`src/rtl/pipeline_stall_ctrl.sv`:
```
// Pipeline freeze/flush controller: prioritises memory stalls, branches and hazards,
// detects memory-wait timeouts and keeps saturating performance counters.
module pipeline_stall_ctrl #(
   parameter int MEM_TIMEOUT = 15,
   parameter int CNT_W       = 16
) (
   input  logic             clk,
   input  logic             rst,
   input  logic             hazard_output,
   input  logic             branch_taken,
   input  logic             mem_req,
   input  logic             mem_ready,
   input  logic             clr_cnt,
   output logic             freeze_if,
   output logic             freeze_id,
   output logic             freeze_exe,
   output logic             freeze_mem,
   output logic             flush_if,
   output logic             flush_id,
   output logic             mem_timeout_err,
   output logic [1:0]       state,
   output logic [CNT_W-1:0] stall_cnt,
   output logic [CNT_W-1:0] flush_cnt,
   output logic [CNT_W-1:0] memwait_cnt
);

   localparam logic [1:0] RUN      = 2'd0;
   localparam logic [1:0] MEM_WAIT = 2'd1;
   localparam logic [1:0] ERROR    = 2'd2;

   logic [1:0] state_reg, state_next;
   logic [7:0] wait_reg, wait_next;
   logic       err_reg, err_next;
   logic       is_err;
   logic       mem_stall;
   logic       timeout_hit;
   logic       hazard_evt;
   logic       flush_evt;

   // Bit 1 set covers both ERROR and the unreachable encoding 2'd3.
   assign is_err      = state_reg[1];
   assign mem_stall   = mem_req & ~mem_ready & ~is_err;
   assign timeout_hit = mem_stall && (wait_reg == 8'(MEM_TIMEOUT - 1));

   always_ff @(posedge clk) begin
      if (rst) begin
         state_reg <= RUN;
         wait_reg  <= 8'd0;
         err_reg   <= 1'b0;
      end else begin
         state_reg <= state_next;
         wait_reg  <= wait_next;
         err_reg   <= err_next;
      end
   end

   always_comb begin
      state_next = state_reg;
      wait_next  = wait_reg;
      err_next   = err_reg;
      case (state_reg)
         RUN, MEM_WAIT: begin
            if (timeout_hit) begin
               state_next = ERROR;
               err_next   = 1'b1;
            end else if (mem_stall) begin
               state_next = MEM_WAIT;
               wait_next  = wait_reg + 8'd1;
            end else begin
               state_next = RUN;
               wait_next  = 8'd0;
            end
         end
         default: state_next = ERROR;
      endcase
   end

   always_comb begin
      freeze_if  = 1'b0;
      freeze_id  = 1'b0;
      freeze_exe = 1'b0;
      freeze_mem = 1'b0;
      flush_if   = 1'b0;
      flush_id   = 1'b0;
      if (!rst) begin
         if (is_err || mem_stall) begin
            freeze_if  = 1'b1;
            freeze_id  = 1'b1;
            freeze_exe = 1'b1;
            freeze_mem = 1'b1;
         end else if (branch_taken) begin
            flush_if = 1'b1;
            flush_id = 1'b1;
         end else if (hazard_output) begin
            freeze_if = 1'b1;
            freeze_id = 1'b1;
            flush_id  = 1'b1;
         end
      end
   end

   assign flush_evt  = ~is_err & ~mem_stall & branch_taken;
   assign hazard_evt = ~is_err & ~mem_stall & ~branch_taken & hazard_output;

   assign mem_timeout_err = err_reg;
   assign state           = state_reg;

   // Counter index 0: stall, 1: flush, 2: memory wait.
   logic [2:0]       cnt_evt;
   logic [CNT_W-1:0] cnt_reg [3];

   assign cnt_evt = {mem_stall, flush_evt, hazard_evt};

   generate
      for (genvar gi = 0; gi < 3; gi++) begin : g_cnt
         always_ff @(posedge clk) begin
            if (rst || clr_cnt) begin
               cnt_reg[gi] <= '0;
            end else if (cnt_evt[gi] && (cnt_reg[gi] != {CNT_W{1'b1}})) begin
               cnt_reg[gi] <= cnt_reg[gi] + 1'b1;
            end
         end
      end
   endgenerate

   assign stall_cnt   = cnt_reg[0];
   assign flush_cnt   = cnt_reg[1];
   assign memwait_cnt = cnt_reg[2];

endmodule
```
`config.mk`:
```
export PLATFORM = sky130hd
export DESIGN_NAME = pipeline_stall_ctrl
export DESIGN_NICKNAME = d
export VERILOG_FILES = /design/src/rtl/pipeline_stall_ctrl.sv
export SDC_FILE = /design/constraint.sdc
export NUM_CORES = 1
export LEC_CHECK = 0
export BUFFER_PORTS_ARGS = -buffer_cell sky130_fd_sc_hd__buf_2
export CAP_MARGIN = 30
export CELL_PAD_IN_SITES_DETAIL_PLACEMENT = 1
export CELL_PAD_IN_SITES_GLOBAL_PLACEMENT = 1
export CORE_AREA = 2 2 105 107
export CTS_CLUSTER_DIAMETER = 50
export DETAILED_ROUTE_END_ITERATION = 12
export DIE_AREA = 0 0 107 109
export PLACE_DENSITY_LB_ADDON = 0.1
export SETUP_SLACK_MARGIN = 0.1
export SLEW_MARGIN = 40
export SYNTH_ARGS = -nofsm -noshare
export SYNTH_HDL_FRONTEND = slang
export SYNTH_SLANG_ARGS = --single-unit
```
`constraint.sdc`:
```
create_clock -name clk -period 4.1 [get_ports clk]
set_input_delay 0.615 -clock clk [delete_from_list [all_inputs] [get_ports clk]]
set_output_delay 0.615 -clock clk [all_outputs]
set_load 0.01 [all_outputs]
```
# Word level (Yosys, flattened, before mapping)
# Memories as Yosys holds them, arrays and structs flattened.
# Index checks and enable logic that the tools add are counted.
# totals
register_bits	11
ramBits	48
inputBits	7
out_inout_bits	57
word_cells	70
mem_count	1
# op_classes
add_sub_neg	4
eq_ne	5
n_mux	30
n_bitwise	15
reduce_logical	11
# mem_list
name	words	word_bits	read_ports	rd_ports_with_merged_regs	wr	line	rtl
cnt_reg	3	16	3	0	3	110	logic [CNT_W-1:0] cnt_reg [3];
# ops
cell	n
$add A16 B1 Y16 const B	3
$mux W16	3
$ne A16 B16 Y1 const B	3
$mux W1	24
$add A8 B1 Y8 const B	1
$eq A8 B4 Y1 const B	1
$mux W8	1
$and A1 B1 Y1	6
$not A1 Y1	6
$logic_and A1 B1 Y1	4
$mux W2	2
$reduce_and A2 Y1	2
$or A1 B1 Y1	3
$reduce_or A3 Y1	1
$eq A2 B1 Y1 const B	1
$logic_not A2 Y1	1
$logic_or A1 B1 Y1	2
$reduce_or A2 Y1	1

# Logic depth before layout (Yosys ltp)
# Gate-level depths: netlist of run 1.
# depth
depth_word	12
mapped_depth	7
depth_no_buf	5

# Worst setup path after synthesis of run 1
# Ideal clock, no wire load.
# synth_path
kind	reg2reg
startpoint	mem cnt_reg[2][0]
endpoint	mem cnt_reg[2][0] (enable)
setup_time_ps	411
t_arrival_ps	2321
required_time_ps	3689
slack_ps	1368
stages_incl_launch_ff	6
n_path_buf	0
synth_period_minus_slack_ps	2732
path_cell_list	edfxtp_1 ha_1 nand2_1 nor4_1 and3_1 o21ai_0
# synth_lines
item	line
from (decl)	110

==> impl_metrics.env, run 1 <==
export IMPL_status="finished clean"
export IMPL_fmax_ghz=0.436
export IMPL_yosysSeqAreaShare_pct=52.2
export IMPL_ant_nets=0
export IMPL_postCtsHoldBufs=0
export IMPL_vias=2633
export IMPL_drive_gt1_share_pct=22.9
export IMPL_tns_ns=0
export IMPL_synthDistinctLibCells=41
export IMPL_num_rows=38
export IMPL_antenna_cells=0
export IMPL_die_area_um2=11700
export IMPL_cts_resized_gates=0
export IMPL_drtIter0Drc=79
export IMPL_p_per_area_nw_per_um2=355
export IMPL_post_route_min_period_ns=2.29
export IMPL_period_share_pct=55.9
export IMPL_dp_hpwl_um=5520
export IMPL_setup_violations_final=0
export IMPL_syn_num_nets=330
export IMPL_cts_tree="yes"
export IMPL_gp_congestion=0.713
export IMPL_routed_wl_um=7960
export IMPL_worstSetupStartpointType="flip-flop"
export IMPL_end_kind="flip-flop"
export IMPL_syn_area_per_cell_um2=10.0
export IMPL_grt_pass1_wl_um=13200
export IMPL_ys_flop_type="edfxtp_1"
export IMPL_mostFrequentLayoutCells="buf_2 (63), nor2_1 (56), edfxtp_1 (48)"
export IMPL_worstReg2RegStart="cnt_reg[0][0]"
export IMPL_finalInstanceArea_um2=3830
export IMPL_die_h_um=109
export IMPL_antenna_found_initial=0
export IMPL_cts_buffers=9
export IMPL_dieWidth_um=107
export IMPL_regToRegSetupSlack_ns=1.81
export IMPL_io_pins=64
export IMPL_clk_latency_ns=0.34
export IMPL_grt_remaining_overflow=0
export IMPL_required_ns=4.17
export IMPL_layout_commonest_cell="buf_2"
export IMPL_placed_area_um2=3630
export IMPL_htreeDepth=3
export IMPL_grt_usage_pct=14.5
export IMPL_tightest_slew_ns=0.550
export IMPL_cellLeakagePower_nw=1.39
export IMPL_crit_type="flip-flop to flip-flop"
export IMPL_synth_edf_count=48
export IMPL_async_flop_share_pct=0
export IMPL_worst_hold_path_type="flip-flop to flip-flop"
export IMPL_crit_arrival_ns=2.37
export IMPL_irDropWorstVdd_mv=0.112
export IMPL_syn_area_um2=3180
export IMPL_rsz0062_at_grt="no"
export IMPL_area_growth_pct=20.4
export IMPL_yosysWarnings=0
export IMPL_nNetsFinal=395
export IMPL_maxCapViolations=0
export IMPL_drc_errors=0
export IMPL_grt_max_degree=20
export IMPL_largest_register_ffs=48
export IMPL_via_per_inst=4.99
export IMPL_grt_pass1_vias=2562
export IMPL_cts_sinks=59
export IMPL_hold_viol=0
export IMPL_max_slew_margin_pct=63.0
export IMPL_final_util_pct=36.1
export IMPL_synthCells=318
export IMPL_min_path_cells=2
export IMPL_cts_buffer_depth=2
export IMPL_drv_slew=0
export IMPL_ys_seq_elements=59
export IMPL_min_from="mem_timeout_err"
export IMPL_reg2reg_to="cnt_reg[0][4]"
export IMPL_start_util_pct=30.0
export IMPL_clk_transition_reported_paths_ns=0.07
export IMPL_io_buffers=63
export IMPL_skew_ns=0.00507
export IMPL_post_cts_buffers=0
export IMPL_wire_per_inst_um=15.1
export IMPL_coreArea_um2=10600
export IMPL_hold_path_end="mem_timeout_err"
export IMPL_cts_root_buf="clkbuf_8"
export IMPL_r2r_cells=5
export IMPL_dr_pass1_iters=4
export IMPL_critPathMaxFanout=16
[worst max-delay path by stage]
| stage | from | to | cells after the start |
|---|---|---|---|
| finish | cnt_reg[0][0] | cnt_reg[0][4] | 5 |
| CTS | cnt_reg[0][0] | cnt_reg[0][4] | 5 |
| floorplan | cnt_reg[2][0] | cnt_reg[2][0] | 5 |
| detailed placement | mem_req | cnt_reg[0][15] | 6 |
| global placement | mem_req | cnt_reg[0][15] | 6 |
| global route | cnt_reg[0][0] | cnt_reg[0][11] | 5 |
[Yosys cell counts (2+ instances only)]
cell | n | area [µm²]
a21oi_1 | 10 | 50.1
a31o_2 | 4 | 35.0
a31oi_1 | 2 | 12.5
and3_1 | 4 | 25.0
buf_2 | 4 | 20.0
buf_4 | 2 | 15.0
clkbuf_1 | 5 | 18.8
dfxtp_1 | 11 | 220
edfxtp_1 | 48 | 1440
ha_1 | 5 | 62.6
inv_1 | 12 | 45.0
nand2_1 | 18 | 67.6
nand2b_1 | 6 | 37.5
nand3_1 | 18 | 90.1
nand4_1 | 11 | 68.8
nor2_1 | 56 | 210
nor3_1 | 12 | 60.1
nor4_1 | 13 | 81.3
o211ai_1 | 2 | 15.0
o21ai_0 | 8 | 40.0
or3_1 | 7 | 43.8
or3b_1 | 2 | 17.5
or4_1 | 4 | 30.0
xnor2_1 | 27 | 236
xor2_1 | 11 | 96.3
[cell families (layout without fill, tap and decap cells)]
logic type | after synthesis | in the layout | synth area share [%]
AOI/OAI and AO/OA | 32 | 32 | 6.41
xor gates and xnor gates | 38 | 38 | 10.5
DFF | 59 | 59 | 52.2
and+or+nand+nor | 160 | 160 | 25.5
adders and majority gates | 5 | 5 | 1.97
buffers and inverters | 24 | 94 | 3.46
[stage by stage]
stage	total power, W	worst slack (ns)	std cells	hold WS [ns]
3_5_place_dp	0.000830	1.71	512	0.456
2_1_floorplan	0.000778	1.37	318	0.466
6_report	0.00136	1.81	528	0.474
5_1_grt	0.00142	1.49	528	0.527
3_3_place_gp	0.000829	1.74	512	0.453
4_1_cts	0.00138	1.76	528	0.482
[layer usage]
metal | part of all wire [%] | global-route usage [%]
met5 | 0 | 0
met4 | 1.7 | 6.12
met3 | 3.0 | 3.11
met2 | 47 | 23.1
met1 | 48 | 19.3
[where the power goes]
| part | internal [W] | total, W | switching [W] |
|---|---|---|---|
| clock | 0.000302 | 0.000546 | 0.000244 |
| combinational | 0.0000439 | 0.000106 | 0.0000619 |
| sequential | 0.000673 | 0.000708 | 0.0000343 |
| total | 0.00102 | 0.00136 | 0.000340 |
[critical path, cell delays in order (launching register included)]
cell and delay [ns]:
edfxtp_1 0.44, ha_1 0.29, nand4_1 0.21, nor4_1 0.45, or3_1 0.53, nor2_1 0.11
[cell type report]
class	instances	area [µm²]
clock inverters	1	5.00
well taps	140	175
multi-input cells	235	1410
fillers	1247	6770
flip-flops and latches	59	1660
repair buffers	66	338
clock buffers	15	196
inverters	12	45.0
(Power assumes the default switching activity.)
==> run 2, diff against run 1 <==
- ABC_AREA: unset -> 1
- CORE_AREA: 2 2 105 107 -> 2 2 111 113
- DIE_AREA: 0 0 107 109 -> 0 0 113 115
- clock period: 4.1 -> 2.2 ns (I/O delays scaled with it)
==> run 2 against run 1 <==
Effect of this change: the flow now finishes with violations (design-rule violations); clock skew about the same; die area is 11% higher; critical path depth increased by 2; maximum frequency grew 25%.
==> impl_metrics.env, run 2 <==
export IMPL_cp_cell_sequence="ha_1 > nand3_2 > nor3_4 > nand3_2 > nand2_1 > nand2_1 > buf_4"
export IMPL_worstReg2RegStart="cnt_reg[1][0]"
export IMPL_synthDistinctLibCells=28
export IMPL_grt_pass1_vias=3053
export IMPL_drc_errors=4
export IMPL_crit_start="cnt_reg[1][0]"
export IMPL_power_frac_comb_pct=8.1
export IMPL_cpPeakStageDelay_ns=0.39
export IMPL_rsz0062_at_grt="no"
export IMPL_yosysSeqAreaShare_pct=46.4
export IMPL_clk_latency_ns=0.34
export IMPL_top_usage_layer="met2"
export IMPL_num_rows=40
export IMPL_worstSetupStartpointType="flip-flop"
export IMPL_switchingPower_w=0.000705
export IMPL_cts_buffers=9
export IMPL_synthCells=419
export IMPL_antenna_found_initial=0
export IMPL_via_per_inst=4.59
export IMPL_cts_buffer_depth=2
export IMPL_io_buffers=63
export IMPL_fin_ws_ns=0.373
export IMPL_sw_frac_of_total_pct=24.9
export IMPL_drtIter0Drc=128
export IMPL_yosysWarnings=0
export IMPL_synth_top_cells_by_count="nand2_1 (94), nor2_1 (59), inv_1 (51)"
export IMPL_ys_flop_type="edfxtp_1"
export IMPL_status="finished with violations"
export IMPL_tns_ns=0
export IMPL_antenna_cells=0
export IMPL_use_met1_pct=18.6
export IMPL_grt_pass1_wl_um=15000
export IMPL_vias=2956
export IMPL_path_buf_inv=1
export IMPL_clock_power_share_pct=45.5
export IMPL_die_h_um=115
export IMPL_maxCapViolations=0
export IMPL_dieWidth_um=113
export IMPL_synth_edf_count=48
export IMPL_cts_root_buf="clkbuf_16"
export IMPL_mostFrequentLayoutCells="nand2_1 (94), buf_2 (63), nor2_1 (59)"
export IMPL_nNetsFinal=504
export IMPL_min_from="rst"
export IMPL_placed_area_um2=4050
export IMPL_syn_num_nets=431
export IMPL_required_ns=2.29
export IMPL_syn_area_um2=3580
export IMPL_skew_ns=0.00544
export IMPL_cts_sinks=59
export IMPL_worst_hold_path_type="input pin to flip-flop"
export IMPL_synth_top_area_share_pct=40.3
export IMPL_use_met2_pct=23.3
export IMPL_violations="design-rule violations"
export IMPL_period_share_pct=83.1
export IMPL_min_path_cells=2
export IMPL_tightest_slew_ns=0.342
export IMPL_use_met3_pct=3.80
export IMPL_setup_violations_final=0
export IMPL_layout_commonest_cell="nand2_1"
export IMPL_dr_pass1_iters=8
export IMPL_syn_area_per_cell_um2=8.54
export IMPL_io_pins=64
export IMPL_slowest_stage="edfxtp_1"
export IMPL_clk_transition_reported_paths_ns=0.05
export IMPL_grt_usage_pct=14.7
export IMPL_irDropWorstVdd_mv=0.315
export IMPL_r2r_cells=7
export IMPL_htreeDepth=3
export IMPL_cts_tree="yes"
export IMPL_post_route_min_period_ns=1.83
export IMPL_async_flop_share_pct=0
export IMPL_coreArea_um2=11800
export IMPL_area_growth_pct=20.6
export IMPL_finalInstanceArea_um2=4310
export IMPL_hold_path_end="wait_reg[5]"
export IMPL_dp_hpwl_um=6500
export IMPL_regToRegSetupSlack_ns=0.37
export IMPL_crit_type="flip-flop to flip-flop"
export IMPL_holdWs_ns=0.353
export IMPL_gp_congestion=0.759
export IMPL_hold_viol=0
export IMPL_grt_remaining_overflow=0
export IMPL_synth_area_leaders="edfxtp_1 (40%), nand2_1 (9.9%), nor2_1 (6.2%)"
export IMPL_start_util_pct=30.3
export IMPL_wire_per_inst_um=13.7
export IMPL_grt_max_degree=17
export IMPL_drv_slew=0
export IMPL_reg2reg_to="cnt_reg[1][9]"
export IMPL_p_per_area_nw_per_um2=657
export IMPL_p_seq_share_pct=46.4
export IMPL_routed_wl_um=8800
export IMPL_max_slew_margin_pct=77.1
export IMPL_largest_register_ffs=48
export IMPL_drive_gt1_share_pct=26.8
export IMPL_cellLeakagePower_nw=1.77
export IMPL_synth_top_area_cell="edfxtp_1"
export IMPL_end_kind="flip-flop"
export IMPL_die_area_um2=13000
export IMPL_ant_nets=0
export IMPL_crit_arrival_ns=1.92
export IMPL_yosys_cell_count_top_type="nand2_1"
export IMPL_fmax_ghz=0.547
export IMPL_pre_cts_ws_ns=0.334
export IMPL_cts_resized_gates=0
export IMPL_critPathMaxFanout=10
export IMPL_ys_seq_elements=59
export IMPL_post_cts_buffers=0
export IMPL_p_int_w=0.00213
export IMPL_critPathTopFamily="simple AND/OR/NAND/NOR gates"
export IMPL_postCtsHoldBufs=0
==> run 2: cell count changes after synthesis, moves of 5 or more <==
cell	before	now
nand3_1	18	27
nor4_1	13	0
xnor2_1	27	15
nand2_1	18	94
nand2_2	0	5
or3_1	7	0
nand2b_1	6	0
inv_1	12	51
nor2_2	0	30
==> run 2: cell type report <==
| class | count | area, µm² |
|---|---|---|
| clock buffer | 13 | 250 |
| clock inverter | 3 | 13.8 |
| multi-input combinational | 301 | 1650 |
| sequential | 59 | 1660 |
| fill | 1448 | 7500 |
| tap | 147 | 184 |
| inverter | 53 | 199 |
| timing repair buffer | 68 | 353 |
==> run 2: logic make-up after synthesis <==
kind of cell	after synthesis	share of synthesized area, %
and+or+nand+nor	250	34.8
DFF	59	46.4
xor gates and xnor gates	30	7.35
AOI/OAI and AO/OA	16	2.31
buffers and inverters	59	7.38
adders and majority gates	5	1.75
==> run 2: worst max-delay path by stage <==
stage / end / cells past startpoint
after global routing: cnt_reg[1][0] / 7
after global placement: cnt_reg[1][0] / 7
after CTS: cnt_reg[1][1] / 7
after floorplan: cnt_reg[2][0] / 7
final: cnt_reg[1][9] / 7
after detailed placement: cnt_reg[1][5] / 7
==> run 2: worst reg2reg max path, stage by stage, from the launching register on <==
cell      delay [ns]
edfxtp_1        0.39
ha_1            0.22
nand3_2         0.14
nor3_4          0.18
nand3_2         0.13
nand2_1         0.09
nand2_1         0.18
buf_4           0.26
==> run 2: stage by stage <==
step / cells / total power, W / utilization [%]
global placement: 628 / 0.00157 / 34.3
finish: 644 / 0.00283 / 36.5
detailed placement: 628 / 0.00157 / 34.3
CTS: 644 / 0.00290 / 36.5
floorplan: 419 / 0.00147 / -
global route: 644 / 0.00297 / 36.5
==> run 2: power groups by stage <==
stage	Combinational (W)	Sequential, W	Clock, W
global placement	0.000234	0.00134	0
CTS	0.000236	0.00132	0.00134
detailed placement	0.000235	0.00134	0
floorplan	0.000121	0.00135	0
finish	0.000230	0.00131	0.00129
global route	0.000259	0.00132	0.00139
==> run 2: routing by layer <==
| metal | up-vias | share of wire (%) |
|---|---|---|
| met5 | - | 0 |
| li1 | 1492 | - |
| met2 | 42 | 47 |
| met4 | 0 | 2.2 |
| met1 | 1410 | 47 |
| met3 | 12 | 3.7 |
==> run 3, diff against run 2 <==
- clock period: 2.2 -> 1.67 ns (I/O delays scaled with it)
==> run 3 against run 2 <==
Effect of this change: the run still ends with design-rule violations left; clock power grew 37%; critical path type unchanged; final cell count grew 5.0%; clock-buffer cell count shrank 3; setup slack lost 0.27 ns; wire length grew 12%; non-clock buffer count grew 28.
==> impl_metrics.env, run 3 (synthesis gave the netlist of run 2 again) <==
export IMPL_cellLeakagePower_nw=1.96
export IMPL_gp_congestion=0.748
export IMPL_worstSetupStartpointType="flip-flop"
export IMPL_critPathMaxFanout=8
export IMPL_drc_errors=4
export IMPL_worstReg2RegStart="cnt_reg[0][1]"
export IMPL_fin_ws_ns=0.107
export IMPL_clk_transition_reported_paths_ns=0.05
export IMPL_finalInstanceArea_um2=4900
export IMPL_maxCapViolations=0
export IMPL_num_rows=40
export IMPL_grt_remaining_overflow=0
export IMPL_rsz0062_at_grt="yes"
export IMPL_violations="design-rule violations"
export IMPL_drtIter0Drc=72
export IMPL_reg2reg_to="cnt_reg[0][5]"
export IMPL_nNetsFinal=538
export IMPL_crit_arrival_ns=1.59
export IMPL_tightest_slew_ns=0.885
export IMPL_start_util_pct=30.3
export IMPL_status="finished with violations"
export IMPL_largest_register_ffs=48
export IMPL_cts_root_buf="clkbuf_16"
export IMPL_die_h_um=115
export IMPL_placed_area_um2=4170
export IMPL_clock_power_share_pct=45.2
export IMPL_p_int_w=0.00295
export IMPL_cts_tree="yes"
export IMPL_layout_commonest_cell="nand2_1"
export IMPL_hold_path_end="state[1]"
export IMPL_vias=3137
export IMPL_cts_sinks=59
export IMPL_drive_gt1_share_pct=37.2
export IMPL_worst_hold_path_type="input pin to flip-flop"
export IMPL_die_area_um2=13000
export IMPL_antenna_cells=0
export IMPL_io_pins=64
export IMPL_grt_pass1_vias=3206
export IMPL_drv_slew=0
export IMPL_grt_max_degree=17
export IMPL_min_path_cells=3
export IMPL_clk_latency_ns=0.33
export IMPL_sw_frac_of_total_pct=24.7
export IMPL_via_per_inst=4.64
export IMPL_r2r_cells=6
export IMPL_io_buffers=63
export IMPL_crit_type="flip-flop to flip-flop"
export IMPL_dieWidth_um=113
export IMPL_hold_viol=0
export IMPL_cts_buffers=9
export IMPL_setup_violations_final=0
export IMPL_fmax_ghz=0.640
export IMPL_routed_wl_um=9810
export IMPL_p_per_area_nw_per_um2=799
export IMPL_power_w=0.00392
export IMPL_power_frac_comb_pct=10.8
export IMPL_cts_buffer_depth=2
export IMPL_dr_pass1_iters=8
export IMPL_max_slew_margin_pct=40.9
export IMPL_grt_pass1_wl_um=15800
export IMPL_mostFrequentLayoutCells="nand2_1 (85), buf_2 (62), inv_1 (50), nor2_1 (50), edfxtp_1 (48)"
export IMPL_period_share_pct=93.6
export IMPL_switchingPower_w=0.000966
export IMPL_dp_hpwl_um=6690
export IMPL_wire_per_inst_um=14.5
export IMPL_grt_usage_pct=15.3
export IMPL_tns_ns=0
export IMPL_end_kind="flip-flop"
export IMPL_p_seq_share_pct=44.0
export IMPL_irDropWorstVdd_mv=0.433
export IMPL_area_growth_pct=37.0
export IMPL_required_ns=1.70
export IMPL_htreeDepth=3
export IMPL_skew_ns=0.00471
export IMPL_pre_cts_ws_ns=-0.0109
export IMPL_antenna_found_initial=0
export IMPL_ant_nets=0
export IMPL_regToRegSetupSlack_ns=0.11
export IMPL_post_route_min_period_ns=1.56
export IMPL_coreArea_um2=11800
export IMPL_min_from="rst"
[run 3: cell count changes in the layout (fill, tap and decap cells not counted), moves of 5 or more]
| cell | previous run | this run |
|---|---|---|
| buf_4 | 5 | 33 |
| nand2_1 | 94 | 85 |
| nor2_1 | 59 | 50 |
| nand3_4 | 4 | 11 |
| nor2_4 | 4 | 11 |
| nand2_8 | 0 | 5 |
[run 3: cell type report]
type                            instances  area, µm²
Clock buffer                           10        229
Clock inverter                          4       43.8
Fill cell                            1413       6910
Inverter                               53        206
Multi-Input combinational cell        307       2000
Sequential cell                        59       1670
Tap cell                              147        184
Timing Repair Buffer                   96        569
[run 3: critical path: stages, from the launching register on]
cell and delay (ns):
edfxtp_1 0.39, ha_4 0.17, nand3_4 0.10, nor3_4 0.20, nand3_4 0.16, nand2_4 0.12
nand2_4 0.10
[run 3: metrics by stage]
stage          hold slack, ns  instances  utilization, %
2_1_floorplan           0.443        419               -
3_3_place_gp            0.440        637            35.3
3_5_place_dp            0.466        637            35.3
4_1_cts                 0.331        663            39.4
5_1_grt                 0.368        676            41.5
6_report                0.340        676            41.5
[run 3: what timing repair did]
action,in CTS,in global routing
pin swaps,10,13
endpoints found under the setup margin,100,99
hold buffers,0,0
gates cloned,2,4
resized for setup,23,33
setup buffers,10,9
[run 3: power by group through the flow]
stage               registers [W]  clock network, W  logic, W
global route              0.00174           0.00188  0.000468
CTS                       0.00173           0.00183  0.000389
finish                    0.00173           0.00177  0.000422
global placement          0.00175                 0  0.000339
detailed placement        0.00176                 0  0.000344
floorplan                 0.00178                 0  0.000169
[run 3: worst max path at each step]
| stage | from | endpoint | depth (start not counted) |
|---|---|---|---|
| after floorplan | cnt_reg[2][0] | cnt_reg[2][0] | 8 |
| after global placement | cnt_reg[1][1] | cnt_reg[1][5] | 6 |
| after detailed placement | clr_cnt | cnt_reg[1][14] | 4 |
| after CTS | cnt_reg[0][0] | cnt_reg[0][5] | 6 |
| after global routing | cnt_reg[0][0] | cnt_reg[0][8] | 6 |
| final | cnt_reg[0][1] | cnt_reg[0][5] | 6 |
[run 3: layer usage]
layer  global-route usage [%]  routed length, µm  vias up
met4                     6.34                165        0
met2                     26.1               4840       45
met3                     2.53                271       11
met5                        0                  0        -
li1                         -                  -     1575
met1                     19.4               4540     1506
